==> src/rtl/mdio_pkg.sv <==
// rtl/mdio_pkg.sv - shared states, frame codes and bit counts for the MDIO master
package mdio_pkg;

    typedef enum logic [2:0] {
        S_IDLE,
        S_PRE,
        S_HDR,
        S_TA,
        S_DATA,
        S_DONE
    } mdio_state_e;

    localparam logic [1:0] OP_WR = 2'b01;
    localparam logic [1:0] OP_RD = 2'b10;
    localparam logic [1:0] ST    = 2'b01;

    localparam int PRE_BITS  = 32;
    localparam int HDR_BITS  = 14;
    localparam int TA_BITS   = 2;
    localparam int DATA_BITS = 16;

    function automatic logic [4:0] last_bit(input mdio_state_e s);
        case (s)
            S_PRE:   last_bit = 5'(PRE_BITS - 1);
            S_HDR:   last_bit = 5'(HDR_BITS - 1);
            S_TA:    last_bit = 5'(TA_BITS - 1);
            S_DATA:  last_bit = 5'(DATA_BITS - 1);
            default: last_bit = 5'd0;
        endcase
    endfunction

    function automatic mdio_state_e next_phase(input mdio_state_e s);
        case (s)
            S_PRE:   next_phase = S_HDR;
            S_HDR:   next_phase = S_TA;
            S_TA:    next_phase = S_DATA;
            default: next_phase = S_DONE;
        endcase
    endfunction

endpackage

==> src/rtl/mdio_mgmt_master.sv <==
// rtl/mdio_mgmt_master.sv - Clause 22 MDIO management master with MDC divider and read sampler
module mdio_mgmt_master
    import mdio_pkg::*;
#(
    parameter int MdcHalfDiv = 10,
    parameter bit PreambleEn = 1'b1
) (
    input  logic        board_clk,
    input  logic        rst_n,
    input  logic        req_valid_i,
    output logic        req_ready_o,
    input  logic        req_write_i,
    input  logic [4:0]  req_phy_i,
    input  logic [4:0]  req_reg_i,
    input  logic [15:0] req_wdata_i,
    output logic        rsp_valid_o,
    output logic [15:0] rsp_rdata_o,
    output logic        rsp_err_o,
    output logic        mdc_o,
    output logic        mdio_o,
    output logic        mdio_oe_o,
    input  logic        mdio_i
);

    localparam logic [7:0] DIV_LAST = 8'(MdcHalfDiv - 1);

    mdio_state_e state_q, state_d;
    logic [4:0]  bit_cnt_q, bit_cnt_d;
    logic [7:0]  div_q;
    logic [31:0] frame_q, frame_d;
    logic        write_q, err_q, ready_q;
    logic [15:0] rx_sr_q, rdata_q;
    logic        sync1_q, sync2_q;
    logic        mdio_d, mdio_oe_d;
    logic        accept, div_wrap, mdc_fall, sample_en;

    assign accept      = req_valid_i & ready_q;
    assign div_wrap    = (div_q == DIV_LAST);
    assign mdc_fall    = div_wrap & mdc_o;
    // Two cycles after the rise, sync2 holds the pad value from just before the rise.
    assign sample_en   = mdc_o & (div_q == 8'd1) & ~write_q;

    assign req_ready_o = ready_q;
    assign rsp_valid_o = (state_q == S_DONE) & div_wrap;
    assign rsp_err_o   = rsp_valid_o & err_q & ~write_q;
    assign rsp_rdata_o = rdata_q;

    always_comb begin
        state_d   = state_q;
        bit_cnt_d = bit_cnt_q;
        frame_d   = frame_q;
        mdio_d    = 1'b1;
        mdio_oe_d = 1'b0;
        case (state_q)
            S_IDLE: begin
                if (accept) begin
                    state_d   = PreambleEn ? S_PRE : S_HDR;
                    bit_cnt_d = '0;
                    frame_d   = {ST, (req_write_i ? OP_WR : OP_RD), req_phy_i, req_reg_i,
                                 2'b10, req_wdata_i};
                end
            end
            S_PRE, S_HDR, S_TA, S_DATA: begin
                if (mdc_fall) begin
                    if (bit_cnt_q == last_bit(state_q)) begin
                        state_d   = next_phase(state_q);
                        bit_cnt_d = '0;
                    end else begin
                        bit_cnt_d = bit_cnt_q + 5'd1;
                    end
                end
            end
            S_DONE: begin
                if (div_wrap) state_d = S_IDLE;
            end
            default: state_d = S_IDLE;
        endcase

        // Drive value for whichever bit is current after this edge.
        case (state_d)
            S_PRE: mdio_oe_d = 1'b1;
            S_HDR: begin
                mdio_d    = frame_d[5'd31 - bit_cnt_d];
                mdio_oe_d = 1'b1;
            end
            S_TA: begin
                mdio_d    = write_q ? frame_d[5'd17 - bit_cnt_d] : 1'b1;
                mdio_oe_d = write_q;
            end
            S_DATA: begin
                mdio_d    = write_q ? frame_d[5'd15 - bit_cnt_d] : 1'b1;
                mdio_oe_d = write_q;
            end
            default: begin
                mdio_d    = 1'b1;
                mdio_oe_d = 1'b0;
            end
        endcase
    end

    always_ff @(posedge board_clk or negedge rst_n) begin
        if (!rst_n) begin
            state_q   <= S_IDLE;
            bit_cnt_q <= '0;
            frame_q   <= '0;
            write_q   <= 1'b0;
            ready_q   <= 1'b0;
            mdio_o    <= 1'b1;
            mdio_oe_o <= 1'b0;
        end else begin
            state_q   <= state_d;
            bit_cnt_q <= bit_cnt_d;
            frame_q   <= frame_d;
            ready_q   <= (state_d == S_IDLE);
            mdio_o    <= mdio_d;
            mdio_oe_o <= mdio_oe_d;
            if (accept) write_q <= req_write_i;
        end
    end

    always_ff @(posedge board_clk or negedge rst_n) begin
        if (!rst_n) begin
            div_q <= '0;
            mdc_o <= 1'b0;
        end else if (state_q == S_IDLE) begin
            div_q <= '0;
            mdc_o <= 1'b0;
        end else begin
            div_q <= div_wrap ? '0 : div_q + 8'd1;
            mdc_o <= (state_d == S_DONE || state_d == S_IDLE) ? 1'b0 :
                     (div_wrap ? ~mdc_o : mdc_o);
        end
    end

    always_ff @(posedge board_clk or negedge rst_n) begin
        if (!rst_n) begin
            sync1_q <= 1'b1;
            sync2_q <= 1'b1;
            rx_sr_q <= '0;
            err_q   <= 1'b0;
            rdata_q <= '0;
        end else begin
            sync1_q <= mdio_i;
            sync2_q <= sync1_q;
            if (accept) err_q <= 1'b0;
            if (sample_en && state_q == S_TA && bit_cnt_q == 5'd1) err_q <= sync2_q;
            if (sample_en && state_q == S_DATA) rx_sr_q <= {rx_sr_q[14:0], sync2_q};
            if (state_q == S_DONE && div_q == 8'd0 && !write_q) rdata_q <= rx_sr_q;
        end
    end

endmodule
==> config.mk <==
export PLATFORM = sky130hd
export DESIGN_NAME = mdio_mgmt_master
export DESIGN_NICKNAME = d
export VERILOG_FILES = /design/src/rtl/mdio_pkg.sv /design/src/rtl/mdio_mgmt_master.sv
export SDC_FILE = /design/constraint.sdc
export NUM_CORES = 1
export LEC_CHECK = 0
export CORE_MARGIN = 3
export CORE_UTILIZATION = 50
export DETAILED_ROUTE_END_ITERATION = 10
export GPL_TIMING_DRIVEN = 0
export PLACE_DENSITY_LB_ADDON = 0.3
export SLEW_MARGIN = 20
export SYNTH_ARGS = -nofsm -noshare
export SYNTH_HDL_FRONTEND = slang
export SYNTH_SLANG_ARGS = --single-unit
export TNS_END_PERCENT = 100
==> constraint.sdc <==
create_clock -name board_clk -period 3.2 [get_ports board_clk]
set_input_delay 0.64 -clock board_clk [delete_from_list [all_inputs] [get_ports board_clk]]
set_output_delay 0.64 -clock board_clk [all_outputs]
set_load 0.1 [all_outputs]
==> impl_results.md <==
* Reg clk slew, reported paths at approximately 90 ps
* Dpl ws at -580 ps
* Htree depth at 3
* Hold Path Class: input pin to async pin
* ANT nets after route at 0
* Fillers at approximately 620
* CTS Root Cell: clkbuf_8
* Slowest cell on crit path: mux4_2
* Vias/cell at between 5 and 6
* Tcrit/Tclk final at 102%
* Hpwl dp at roughly 6.2 mm
* P per Cell Area at 342 nW/um2
* Wire per inst at ~16 um
* Status: complete, but fails checks
* Max Freq at around 310 MHz
* Synthesized area at about 4400 um2
* CTS tree: yes
* Maxcap violations at 0
* Part of the power in registers at 58.6%
* Pin count of the biggest net entering global routing at 47
* Die area at 9970 um2
* Crit-path cells: ha_1 > and4b_2 > and2_1 > o21ai_2 > o21ai_2 > o211ai_1 > inv_2 > ha_4 > mux4_2 > mux2_4 > a211oi_2 > a211oi_2
* FF+latch count, synth at 88
* Layout cells sized above 1 at between 30% and 40%
* Worst endpoint data arrival time at approximately 3600 ps
* Die X at roughly 100 um
* Reg2Reg Depth at 12
* Count leader, synth: nand2_1
* Commonest cells post-synth: 97 x nand2_1, 85 x dfrtp_1, 51 x mux2_2
* Longest Clk Path Bufs at 2
* Post-synth EDFFs at 0
* GRT Util Overall at about 20%
* Count of different cell masters after synthesis at 58
* Vias at approximately 3200
* RSZ-0062 raised after global routing: true
* Die H at 99.8 um
* Reg2reg end: mdio_o$_DFF_PN1_
* Initial antenna violation count at 0
* Area share of the largest cell type after synthesis at 48.3%
* Core area at 8380 um2
* Num Clock Sinks at 88
* Final design area excluding fillers at around 5600 um2
* Clk Latency, worst-skew pair at approximately 370 ps
* Critical path's largest stage delay at 520 ps
* P&R area growth vs syn at 26.2%
* Synth area leaders: dfrtp_1 48%, mux2_2 13%, nand2_1 8.3%
* CP endpoint kind: register
* Yosys top cell by area: dfrtp_1
* Post-synthesis net count at 439
* Syn Inst Count at about 400
* Kind of critical path: register to register
* Reg-to-Reg Start: div_q[0]$_DFF_PN0_
* Syn_area_per_cell at roughly 11 um2
* Startpoint types: register
* Total CTS buffers at 9
* WL final at roughly 9.5 mm
* Tmin final at between 3000 and 4000 ps
* Final setup fails at 1
* Fin. max-slew vios at 0
* Max IR drop VDD at 0.295 mV
* Grt total ovfl at 0
* Worst Skew at 14.2 ps
* I/O pin cnt at 53
* Internal power at ~1.4 mW
* First-pass GRT wire length at ~16 mm
* Synth warn at 0
* Final net count at 518
* Placed instance area at just over 5000 um2
* CP required at approximately 3500 ps
* Rel. slew slack at between 30% and 40%
* Non-filler cells, final at ~590
* GPL Wtd Cong at 0.859
* PortBufs at 52
* CP Max Fanout at 6
* Vias in the first global route at between 3000 and 4000
* 1st-pass router iterations at 4
* Hold Fails Final Rpt at 0
* Starting density of the core at 52.5%
* Placed insts at 560
* DRC viols at 0
* Combinational share of power at around 3.2%
* Leakage at ~2.6 nW
* ANT cells at 0
* Leading register cell type out of synthesis: dfrtp_1
* Final WS setup at -74.0 ps
* R2r setup slk at -70 ps
* Switching share of power at about a quarter
* Initial DRC count at 96
* Share of total power in the clock network at roughly two fifths
* Worst slew pin tran at 1000 ps
* Failing checks: negative setup slack
* WHS at around 270 ps
* NetSw at 0.455 mW
* Hold buffers post-CTS at 0
* Async S/R FF share, synth at 100%
* Sequential share of the synthesized area at between 50 and 60%
* Core Rows at 33
[layer usage]
| layer | part of all wire, % | vias up | global-route usage [%] |
|---|---|---|---|
| met5 | 0 | - | 0 |
| met4 | 2.4 | 0 | 7.14 |
| met3 | 4.7 | 19 | 4.86 |
| met2 | 48 | 84 | 32.2 |
| met1 | 45 | 1591 | 27.0 |
| li1 | - | 1536 | - |
[placed cells by master, fill, tap and decap left out, types with 9 or more instances in the layout]
master / instances
nand2_1: 97
dfrtp_1: 78
mux2_2: 50
clkdlybuf4s50_1: 49
buf_4: 18
nor2_1: 16
mux2i_1: 14
inv_1: 11
nand3_1: 11
clkbuf_8: 9
[worst max-delay path, delay by kind of cell (launching register included)]
family,cells,cell delay [ps]
muxes,2,810
adders and majority gates,2,550
and+or+nand+nor,2,490
DFF,1,450
AOI/OAI and AO/OA,5,810
buffers and inverters,1,100
[sequential cells by signal, indices dropped and copies added, names as in the netlist]
| signal | count |
|---|---|
| div_q | 8 |
| bit_cnt_q | 5 |
| sync2_q | 1 |
| state_q | 3 |
| mdio_o | 1 |
| mdio_oe_o | 1 |
| frame_q | 32 |
| write_q | 1 |
| mdc_o | 1 |
| rsp_rdata_o | 16 |
| req_ready_o | 1 |
| err_q | 1 |
| rx_sr_q | 16 |
| sync1_q | 1 |
[power groups by stage]
stage                     clock network, mW  logic, mW  registers [mW]
after floorplan                           0   0.000419            1.14
after global placement                    0     0.0584            1.14
after detailed placement                  0     0.0618            1.14
after CTS                             0.748     0.0622            1.11
after global routing                  0.810     0.0675            1.11
final                                 0.728     0.0601            1.11
[per-stage QoR]
step | TNS (ps) | power, mW | utilization, %
finish | -74.0 | 1.90 | 66.3
global placement | -136190 | 1.19 | 61.1
CTS | -3.84 | 1.92 | 65.5
floorplan | 0 | 1.14 | -
detailed placement | -1440 | 1.20 | 61.4
global route | -196 | 1.99 | 66.3
[final cells by class]
| type | count | area [um2] | area share [%] |
|---|---|---|---|
| tap | 105 | 131 | 2.37 |
| multi-input combinational | 284 | 2210 | 39.7 |
| buffer | 15 | 97.6 | 1.76 |
| sequential | 88 | 2220 | 39.9 |
| inverter | 14 | 55.1 | 0.991 |
| clock inverter | 7 | 61.3 | 1.10 |
| clock buffer | 9 | 124 | 2.23 |
| timing repair buffer | 69 | 662 | 11.9 |
[worst max-delay path by stage]
| stage | start | end | slack, ps | cells past startpoint |
|---|---|---|---|---|
| 2_1_floorplan | state_q[1]$_DFF_PN0_ | mdio_o$_DFF_PN1_ | 1 | 13 |
| 3_3_place_gp | rst_n | mdc_o$_DFFE_PN0P_ | -2120 | 1 |
| 3_5_place_dp | div_q[2]$_DFF_PN0_ | rsp_err_o | -580 | 7 |
| 4_1_cts | state_q[0]$_DFF_PN0_ | mdio_o$_DFF_PN1_ | -4 | 13 |
| 5_1_grt | div_q[1]$_DFF_PN0_ | mdio_o$_DFF_PN1_ | -200 | 13 |
| 6_report | div_q[0]$_DFF_PN0_ | mdio_o$_DFF_PN1_ | -70 | 12 |
[cells by family after synthesis]
| group | Yosys count | synth area share [%] |
|---|---|---|
| compound gates | 28 | 5.32 |
| xor+xnor | 13 | 2.76 |
| fa+ha+maj | 6 | 1.71 |
| buf+inv | 30 | 3.13 |
| flops | 88 | 50.1 |
| mux | 70 | 18.6 |
| simple gates | 167 | 18.4 |
[timing repair]
item / 4_1_cts / 5_1_grt
pin swaps: 10 / 5
gates cloned: 0 / 0
endpoints found under the setup margin: 3 / 2
hold endpoints to repair: 0 / 0
gates resized for setup: 32 / 12
setup buffers: 14 / 2
(Power assumes the default switching activity.)
